[config.mk]
export PLATFORM = sky130hd
export DESIGN_NAME = lsu_arbiter
export DESIGN_NICKNAME = d
export VERILOG_FILES = /design/src/rtl/arb_pkg.sv /design/src/rtl/arb_rr_pick.sv /design/src/rtl/lsu_arbiter.sv
export SDC_FILE = /design/constraint.sdc
export NUM_CORES = 1
export LEC_CHECK = 0
export ABC_CLOCK_PERIOD_IN_PS = 8000
export BUFFER_PORTS_ARGS = -buffer_cell sky130_fd_sc_hd__buf_2
export CORE_AREA = 3 3 117 119
export CTS_BUF_LIST = sky130_fd_sc_hd__clkbuf_4 sky130_fd_sc_hd__clkbuf_8 sky130_fd_sc_hd__clkbuf_16
export DETAILED_ROUTE_END_ITERATION = 8
export DIE_AREA = 0 0 120 122
export GPL_TIMING_DRIVEN = 0
export PLACE_DENSITY = 0.8
export REMOVE_ABC_BUFFERS = 1
export SLEW_MARGIN = 10
export SYNTH_ARGS = -nofsm -noshare
export SYNTH_HDL_FRONTEND = slang
export SYNTH_SLANG_ARGS = --single-unit
[constraint.sdc]
create_clock -name i_clk -period 8 [get_ports i_clk]
set_input_delay 1.2 -clock i_clk [delete_from_list [all_inputs] [get_ports i_clk]]
set_output_delay 1.2 -clock i_clk [all_outputs]
set_load 0.02 [all_outputs]
[src/rtl/arb_pkg.sv]
// Shared types for the LSU port arbiter and its round-robin picker.
package arb_pkg;

   typedef enum logic [1:0] {
      IDLE   = 2'd0,
      ACCESS = 2'd1,
      RESP   = 2'd2
   } arb_state_t;

   typedef logic owner_t;

   localparam owner_t OWNER_M0 = 1'b0;
   localparam owner_t OWNER_M1 = 1'b1;

   localparam int TIMEOUT_CYCLES_DEF = 16;

endpackage

[src/rtl/arb_rr_pick.sv]
// Combinational two-way round-robin picker; on a tie the requester that did
// not win last time is chosen.
module arb_rr_pick
   import arb_pkg::*;
(
   input  logic [1:0] req,
   input  owner_t     last_owner,
   output logic       grant_valid,
   output owner_t     grant_idx
);

   always_comb begin
      grant_valid = |req;
      grant_idx   = OWNER_M0;
      case (req)
         2'b01:   grant_idx = OWNER_M0;
         2'b10:   grant_idx = OWNER_M1;
         2'b11:   grant_idx = ~last_owner;
         default: grant_idx = OWNER_M0;
      endcase
   end

endmodule

[src/rtl/lsu_arbiter.sv]
// Two-master arbiter sharing the single LSU/data-memory port between the core
// (m0) and the debug/loader port (m1). ARB_TIMEOUT_EN adds an ACCESS-state abort.
//
// Handshakes: a requester holds req/wren/addr/wdata stable until its one-cycle
// gnt pulse; o_mem_req stays high with a stable command until the i_mem_ack
// cycle; o_mX_rvalid is a one-cycle completion pulse qualifying rdata and err.
module lsu_arbiter
   import arb_pkg::*;
#(
   parameter int AW             = 32,
   parameter int DW             = 32,
   parameter int TIMEOUT_CYCLES = TIMEOUT_CYCLES_DEF
) (
   input  logic          i_clk,
   input  logic          i_rst,

   input  logic          i_m0_req,
   input  logic          i_m0_wren,
   input  logic [AW-1:0] i_m0_addr,
   input  logic [DW-1:0] i_m0_wdata,
   output logic          o_m0_gnt,
   output logic          o_m0_rvalid,
   output logic [DW-1:0] o_m0_rdata,
   output logic          o_m0_err,

   input  logic          i_m1_req,
   input  logic          i_m1_wren,
   input  logic [AW-1:0] i_m1_addr,
   input  logic [DW-1:0] i_m1_wdata,
   output logic          o_m1_gnt,
   output logic          o_m1_rvalid,
   output logic [DW-1:0] o_m1_rdata,
   output logic          o_m1_err,

   output logic          o_mem_req,
   output logic          o_mem_wren,
   output logic [AW-1:0] o_mem_addr,
   output logic [DW-1:0] o_mem_wdata,
   input  logic          i_mem_ack,
   input  logic [DW-1:0] i_mem_rdata,

   output logic          o_owner,
   output logic          o_busy,
   output logic [1:0]    o_state
);

   arb_state_t    state;
   owner_t        owner;
   owner_t        last_owner;
   owner_t        pick_idx;
   logic          pick_valid;

   logic          cmd_wren;
   logic [AW-1:0] cmd_addr;
   logic [DW-1:0] cmd_wdata;
   logic          win_wren;
   logic [AW-1:0] win_addr;
   logic [DW-1:0] win_wdata;

   logic          mem_req;
   logic          m0_gnt;
   logic          m1_gnt;
   logic          m0_rvalid;
   logic          m1_rvalid;
   logic [DW-1:0] m0_rdata;
   logic [DW-1:0] m1_rdata;

   logic          done;
   logic          done_err;
   logic [DW-1:0] done_data;

   arb_rr_pick u_pick (
      .req         ({i_m1_req, i_m0_req}),
      .last_owner  (last_owner),
      .grant_valid (pick_valid),
      .grant_idx   (pick_idx)
   );

   assign win_wren  = (pick_idx == OWNER_M1) ? i_m1_wren  : i_m0_wren;
   assign win_addr  = (pick_idx == OWNER_M1) ? i_m1_addr  : i_m0_addr;
   assign win_wdata = (pick_idx == OWNER_M1) ? i_m1_wdata : i_m0_wdata;

`ifdef ARB_TIMEOUT_EN
   localparam logic [7:0] TMO_LIMIT = 8'(TIMEOUT_CYCLES - 1);

   logic [7:0] tmo_cnt;
   logic       m0_err;
   logic       m1_err;

   // tmo_cnt counts ACCESS cycles already spent without ack; expiry fires on
   // the TIMEOUT_CYCLES-th such cycle, and an ack in that cycle still wins.
   always_comb begin
      done     = 1'b0;
      done_err = 1'b0;
      if (state == ACCESS) begin
         if (i_mem_ack) begin
            done = 1'b1;
         end else if (tmo_cnt == TMO_LIMIT) begin
            done     = 1'b1;
            done_err = 1'b1;
         end
      end
   end

   always_ff @(posedge i_clk or posedge i_rst) begin
      if (i_rst) begin
         tmo_cnt <= 8'd0;
         m0_err  <= 1'b0;
         m1_err  <= 1'b0;
      end else begin
         m0_err <= 1'b0;
         m1_err <= 1'b0;
         if (state != ACCESS) begin
            tmo_cnt <= 8'd0;
         end else if (!done) begin
            tmo_cnt <= tmo_cnt + 8'd1;
         end
         if (done && done_err) begin
            if (owner == OWNER_M0) m0_err <= 1'b1;
            else                   m1_err <= 1'b1;
         end
      end
   end

   assign o_m0_err = m0_err;
   assign o_m1_err = m1_err;
`else
   localparam int unused_timeout = TIMEOUT_CYCLES;

   always_comb begin
      done     = (state == ACCESS) && i_mem_ack;
      done_err = 1'b0;
   end

   assign o_m0_err = 1'b0;
   assign o_m1_err = 1'b0;
`endif

   // Stores and aborted accesses return zero rather than whatever is on the bus.
   assign done_data = (done_err || cmd_wren) ? '0 : i_mem_rdata;

   always_ff @(posedge i_clk or posedge i_rst) begin
      if (i_rst) begin
         state      <= IDLE;
         owner      <= OWNER_M0;
         last_owner <= OWNER_M1;
         cmd_wren   <= 1'b0;
         cmd_addr   <= '0;
         cmd_wdata  <= '0;
         mem_req    <= 1'b0;
         m0_gnt     <= 1'b0;
         m1_gnt     <= 1'b0;
         m0_rvalid  <= 1'b0;
         m1_rvalid  <= 1'b0;
         m0_rdata   <= '0;
         m1_rdata   <= '0;
      end else begin
         m0_gnt    <= 1'b0;
         m1_gnt    <= 1'b0;
         m0_rvalid <= 1'b0;
         m1_rvalid <= 1'b0;
         case (state)
            IDLE: begin
               if (pick_valid) begin
                  owner      <= pick_idx;
                  last_owner <= pick_idx;
                  cmd_wren   <= win_wren;
                  cmd_addr   <= win_addr;
                  cmd_wdata  <= win_wdata;
                  mem_req    <= 1'b1;
                  m0_gnt     <= (pick_idx == OWNER_M0);
                  m1_gnt     <= (pick_idx == OWNER_M1);
                  state      <= ACCESS;
               end
            end
            ACCESS: begin
               if (done) begin
                  mem_req <= 1'b0;
                  state   <= RESP;
                  if (owner == OWNER_M0) begin
                     m0_rvalid <= 1'b1;
                     m0_rdata  <= done_data;
                  end else begin
                     m1_rvalid <= 1'b1;
                     m1_rdata  <= done_data;
                  end
               end
            end
            RESP: begin
               state <= IDLE;
            end
            default: begin
               state <= IDLE;
            end
         endcase
      end
   end

   assign o_m0_gnt    = m0_gnt;
   assign o_m1_gnt    = m1_gnt;
   assign o_m0_rvalid = m0_rvalid;
   assign o_m1_rvalid = m1_rvalid;
   assign o_m0_rdata  = m0_rdata;
   assign o_m1_rdata  = m1_rdata;

   assign o_mem_req   = mem_req;
   assign o_mem_wren  = cmd_wren;
   assign o_mem_addr  = cmd_addr;
   assign o_mem_wdata = cmd_wdata;

   assign o_owner     = owner;
   assign o_busy      = (state != IDLE);
   assign o_state     = state;

endmodule

## Word level (Yosys, flattened, before mapping)

Cells that the tools add are included.

- Register bits: 138
- Bits of input ports: 167
- Output and inout bits: 140
- Word-level logic and storage cells: 52

- Equal/unequal tests: 5
- Muxes and demuxes: 21
- Bitwise logic cells: 3
- Reduce and logical (&&, ||, !) cells: 10

Operators by type and width:

| cell | number |
|---|---|
| $mux 32 | 3 |
| $mux 1 | 13 |
| $reduce_and 3->1 | 3 |
| $eq 2x2->1 const B | 2 |
| $mux 2 | 2 |
| $ne 2x2->1 const B | 2 |
| $pmux 1 s2 | 2 |
| $pmux 2 s2 | 1 |
| $reduce_and 2->1 | 2 |
| $reduce_bool 2->1 | 2 |
| $not 1->1 | 3 |
| $eq 2x1->1 const B | 1 |
| $logic_not 2->1 | 1 |
| $reduce_or 2->1 | 1 |
| $logic_and 1x1->1 | 1 |

## Longest topological paths before layout

- Depth after elaboration: 5
- Gate-level depth with buffers: 6
- Depth with buffers taken out: 4

## By module

A second synthesis with hierarchy kept.

- Cells, all modules: 411
- Area, all modules: 6475.0 um^2

Modules (own cells, without submodules):

| module | times used | cells an instance | area an instance (um^2) |
|---|---|---|---|
| lsu_arbiter | 1 | 409 | 6461.2 |
| arb_rr_pick | 1 | 2 | 13.8 |

## Least setup slack after synthesis

No wires, ideal clock.

- Path type: input -> register
- Start point: input port i_m0_req
- End point: register cmd_addr[10], in the netlist o_mem_addr[10]
- Arrival: 2.232 ns
- Setup slack: 5.642 ns
- Stages: 6
- Buffers on the path: 3
- Cell sequence: or2_1 -> clkbuf_2 -> and3_4 -> buf_6 -> buf_6 -> a221o_1

- Word-level cells in the longest chain between the ends: 3
- Elaborated cells on any way between the ends: 6
- Classes of those cells: eq/ne: 2; mux: 2; reduce/logical: 2

RTL lines:

| what | line | RTL |
|---|---|---|
| start: declaration | lsu_arbiter.sv:17 | `input logic i_m0_req,` |
| $eq 2x2->1 | arb_rr_pick.sv:15 | `case (req)` |
| $pmux 1 s2 | arb_rr_pick.sv:15 |  |
| $mux 32 | lsu_arbiter.sv:80 | `assign win_addr = (pick_idx == OWNER_M1) ? i_m1_addr : i_m0_addr;` |
| end signal: assignment | lsu_arbiter.sv:168 | `cmd_addr <= win_addr;` |
| end: declaration | lsu_arbiter.sv:54 | `logic [AW-1:0] cmd_addr;` |

Parallel ways exist; a longest one is shown, timed or not.
A chain may end at the register's enable or synchronous reset.

## Worst setup path after layout

- Start point: input port i_m0_req
- End point: register cmd_wdata[27], in the netlist o_mem_wdata[27]

- Word-level cells in the longest chain between the ends: 3
- Elaborated cells on any way between the ends: 6
- Classes of those cells: eq/ne: 2; mux: 2; reduce/logical: 2

RTL lines:

| what | line | RTL |
|---|---|---|
| $eq 2x2->1 | arb_rr_pick.sv:15 |  |
| $pmux 1 s2 | arb_rr_pick.sv:15 |  |
| $mux 32 | lsu_arbiter.sv:81 | `assign win_wdata = (pick_idx == OWNER_M1) ? i_m1_wdata : i_m0_wdata;` |
| end signal: assignment | lsu_arbiter.sv:169 | `cmd_wdata <= win_wdata;` |
| end: declaration | lsu_arbiter.sv:55 | `logic [DW-1:0] cmd_wdata;` |

Parallel ways exist; a longest one is shown, timed or not.

==> impl_results.md <==
* Status: finished, final reports clean
* Final hold vios at 0
* Skew-Pair Late Insertion Delay at ~0.4 ns
* # port buffers at just over 300
* Cell internal pwr at between 2 and 2.5 mW
* Reg-to-reg slack, setup at ~5.6 ns
* Cells resized by post-CTS repair at 0
* Grt ovf at 0
* # hold bufs at CTS at 0
* Yosys warns at 0
* Post-synthesis sequential area ratio at around 60%
* Initial antenna violation count at 0
* Core Area at ~13000 sq um
* Sequential Power Share at 34.6%
* Dpl hpwl at between 10000 and 15000 um
* First-pass GRT wire length at 26400 um
* Synth-to-layout area growth at 40.0%
* Setup Skew at approximately 0.0095 ns
* R2R Path Start: o_state[0]
* Type of the worst min-delay path: flop to flop
* Avg WL per Cell at about 17 um
* H-tree depth at 4
* Hold_sp: o_m0_rdata[26]
* CTS tree: yes
* First-pass iteration count of the detailed router at 4
* Vias in the first global route at just over 5000
* RSZ-0062 raised after global routing: no
* FF/Latch Area at around 3500 sq um
* Root buffer cell: clkbuf_16
* Pins over their slew limit at 0
* Gate power share at 43.1%
* Total wire length at ~17000 um
* Setup Fix Bufs, Post-CTS at 0
* # fillers at 1069
* Total track usage at 23.0%
* Tightest Pin Transition at between 1 and 1.5 ns
* Die width at 120 um
* Commonest non-fill, non-tap cell in the layout: buf_2
* Final WS setup at 4.77 ns
* Routed Antenna Nets at 0
* Clock buffer count from CTS at 17
* Sw Pwr at between 1 and 1.5 mW
* Final Cycle Share at roughly two fifths
* Clock transition at the registers of the reported paths at 0.06 ns
* Pre-CTS WS at between 4 and 5 ns
* Remaining DRCs at 0
* Vias/cell at 5.15
* Initial core utilization at between 40% and 50%
* Multi-input gate area at between 2000 and 2500 sq um
* WHS Endpoint: o_m0_rdata[26]
* CTS sink count at 138
* FP Rows at just over 40
* Lkg Pwr at about 4.3 nW
* Max Clk Rate at between 0.3 and 0.4 GHz
* CP Data Required Time at 8.29 ns
* R2r worst-path depth at 3
* Worst hold slack at between 0.4 and 0.5 ns
* Fraction of layout cells with a size suffix above 1 at between 40% and 50%
* Cell Pwr Density at ~440 nW/um^2
* Most frequent cells in the layout: buf_2 (304), dfrtp_1 (137), nand2_1 (124)
* Starting DRT DRC Count at ~380
* Synth Cell Area at 5740 sq um
* RD Place Congestion at 0.840
* Post-synthesis cell count at 562
* Crit Reg-Reg Endpoint: o_mem_wdata[27]
* Peak fanout along the critical path at 38
* Startpoint types: input pin
* CP Class: input pin to flop
* Data arrival time of the critical path at about 3.5 ns
* Antenna cells at 0
* Fin Setup TNS at 0 ns
* Final Net Count at 1009
* Die height at roughly 120 um
* Synth Register Bits at between 100 and 150
* Worst slew margin at a little over 20%
* Synth cell types at 30
* Clock tree buffer depth at 2
* # Max-Cap Violations at 0
* Worst vdd ir at roughly 180 uV
* Die footprint at ~15000 sq um
* Final setup vio count at 0
* Clock power frac at between 20% and 30%
* Via count at between 5000 and 6000
* Avg Cell Area, Syn at around 10 sq um
* Ports at between 300 and 400
* Tmin final at between 3 and 4 ns
* Hold path depth at 2
* Switch share at between 40% and 50%
* CP Capture Type: flop
* Largest net degree at the start of global routing at a little over 70
## cell usage after synthesis, drive strengths merged
library cell	number	area share, %
dfrtp	137	60
nand2	125	8.2
o21ai	65	5.7
and3	36	4.0
a221o	35	6.1
nand2b	33	3.6
clkbuf	32	2.1
a21oi	30	2.6
a31oi	30	3.3
buf	20	2.2
inv	5	0.33
a21o	2	0.26
nor2	2	0.17
a21bo	1	0.17
a21boi	1	0.13
and2	1	0.11
conb	1	0.065
dfstp	1	0.46
nand3b	1	0.13
nand4b	1	0.15
nand4bb	1	0.20
o21a	1	0.13
or2	1	0.11
## stage by stage
stage	util, %	instances	power, mW	instance area, sq um
floorplan	-	511	2.12	5490
global placement	57.0	987	2.67	7230
detailed placement	58.6	995	2.75	7430
CTS	63.4	1026	3.54	8030
global route	63.4	1026	3.72	8030
finish	63.4	1026	3.51	8030
## worst max-delay path, stage by stage
cell and delay [ns]:
buf_2 0.12, or2_1 0.90, nand2_2 0.72, a221o_1 0.55
## layout make-up
class / instances / area share, %
clock buffers: 25 / 6.44
multi-input cells: 368 / 25.6
flip-flops and latches: 138 / 43.0
repair buffers: 312 / 20.9
clock inverters: 6 / 1.08
well taps: 172 / 2.68
inverters: 5 / 0.296
## metal layers
| metal | wire (um) | track usage [%] | vias up | part of all wire [%] |
|---|---|---|---|---|
| met5 | 0 | 0 | - | 0 |
| met2 | 8200 | 37.9 | 259 | 48 |
| li1 | - | - | 2525 | - |
| met1 | 6520 | 26.8 | 2449 | 38 |
| met4 | 681 | 12.0 | 0 | 4.0 |
| met3 | 1560 | 7.43 | 46 | 9.2 |
## logic make-up after synthesis
| kind of cell | after synthesis | synth area share (%) |
|---|---|---|
| buffers and inverters | 57 | 4.69 |
| and+or+nand+nor | 201 | 16.7 |
| DFF | 138 | 60.2 |
| other | 1 | 0.0654 |
| AOI/OAI and AO/OA | 165 | 18.4 |
## sequential cells by signal (all words and copies together) (netlist names)
name,flops
o_m0_gnt,1
o_m1_rdata,32
o_mem_wren,1
o_m0_rdata,32
last_owner,1
o_m1_gnt,1
o_mem_req,1
o_mem_addr,32
o_m1_rvalid,1
o_m0_rvalid,1
o_state,2
o_mem_wdata,32
o_owner,1
## power by group through the flow
| stage | Combinational (mW) | Sequential, mW | Clock (mW) |
|---|---|---|---|
| after detailed placement | 1.53 | 1.22 | 0 |
| final | 1.51 | 1.21 | 0.782 |
| after global placement | 1.46 | 1.21 | 0 |
| after floorplan | 0.521 | 1.60 | 0 |
| after global routing | 1.64 | 1.26 | 0.828 |
| after CTS | 1.53 | 1.21 | 0.797 |
## worst max path at each step
stage / from / end / slack (ns) / depth (start not counted)
CTS: o_state[0] / o_busy / 4.76 / 4
global placement: i_m1_req / o_mem_wdata[19] / 1.17 / 4
global route: i_m0_req / o_mem_addr[16] / 4.64 / 4
detailed placement: i_m0_req / o_mem_wdata[27] / 4.35 / 4
finish: i_m0_req / o_mem_wdata[27] / 4.77 / 4
floorplan: i_rst / o_m0_gnt / 3.11 / 1
No activity file was read; power rests on OpenSTA's default activity.
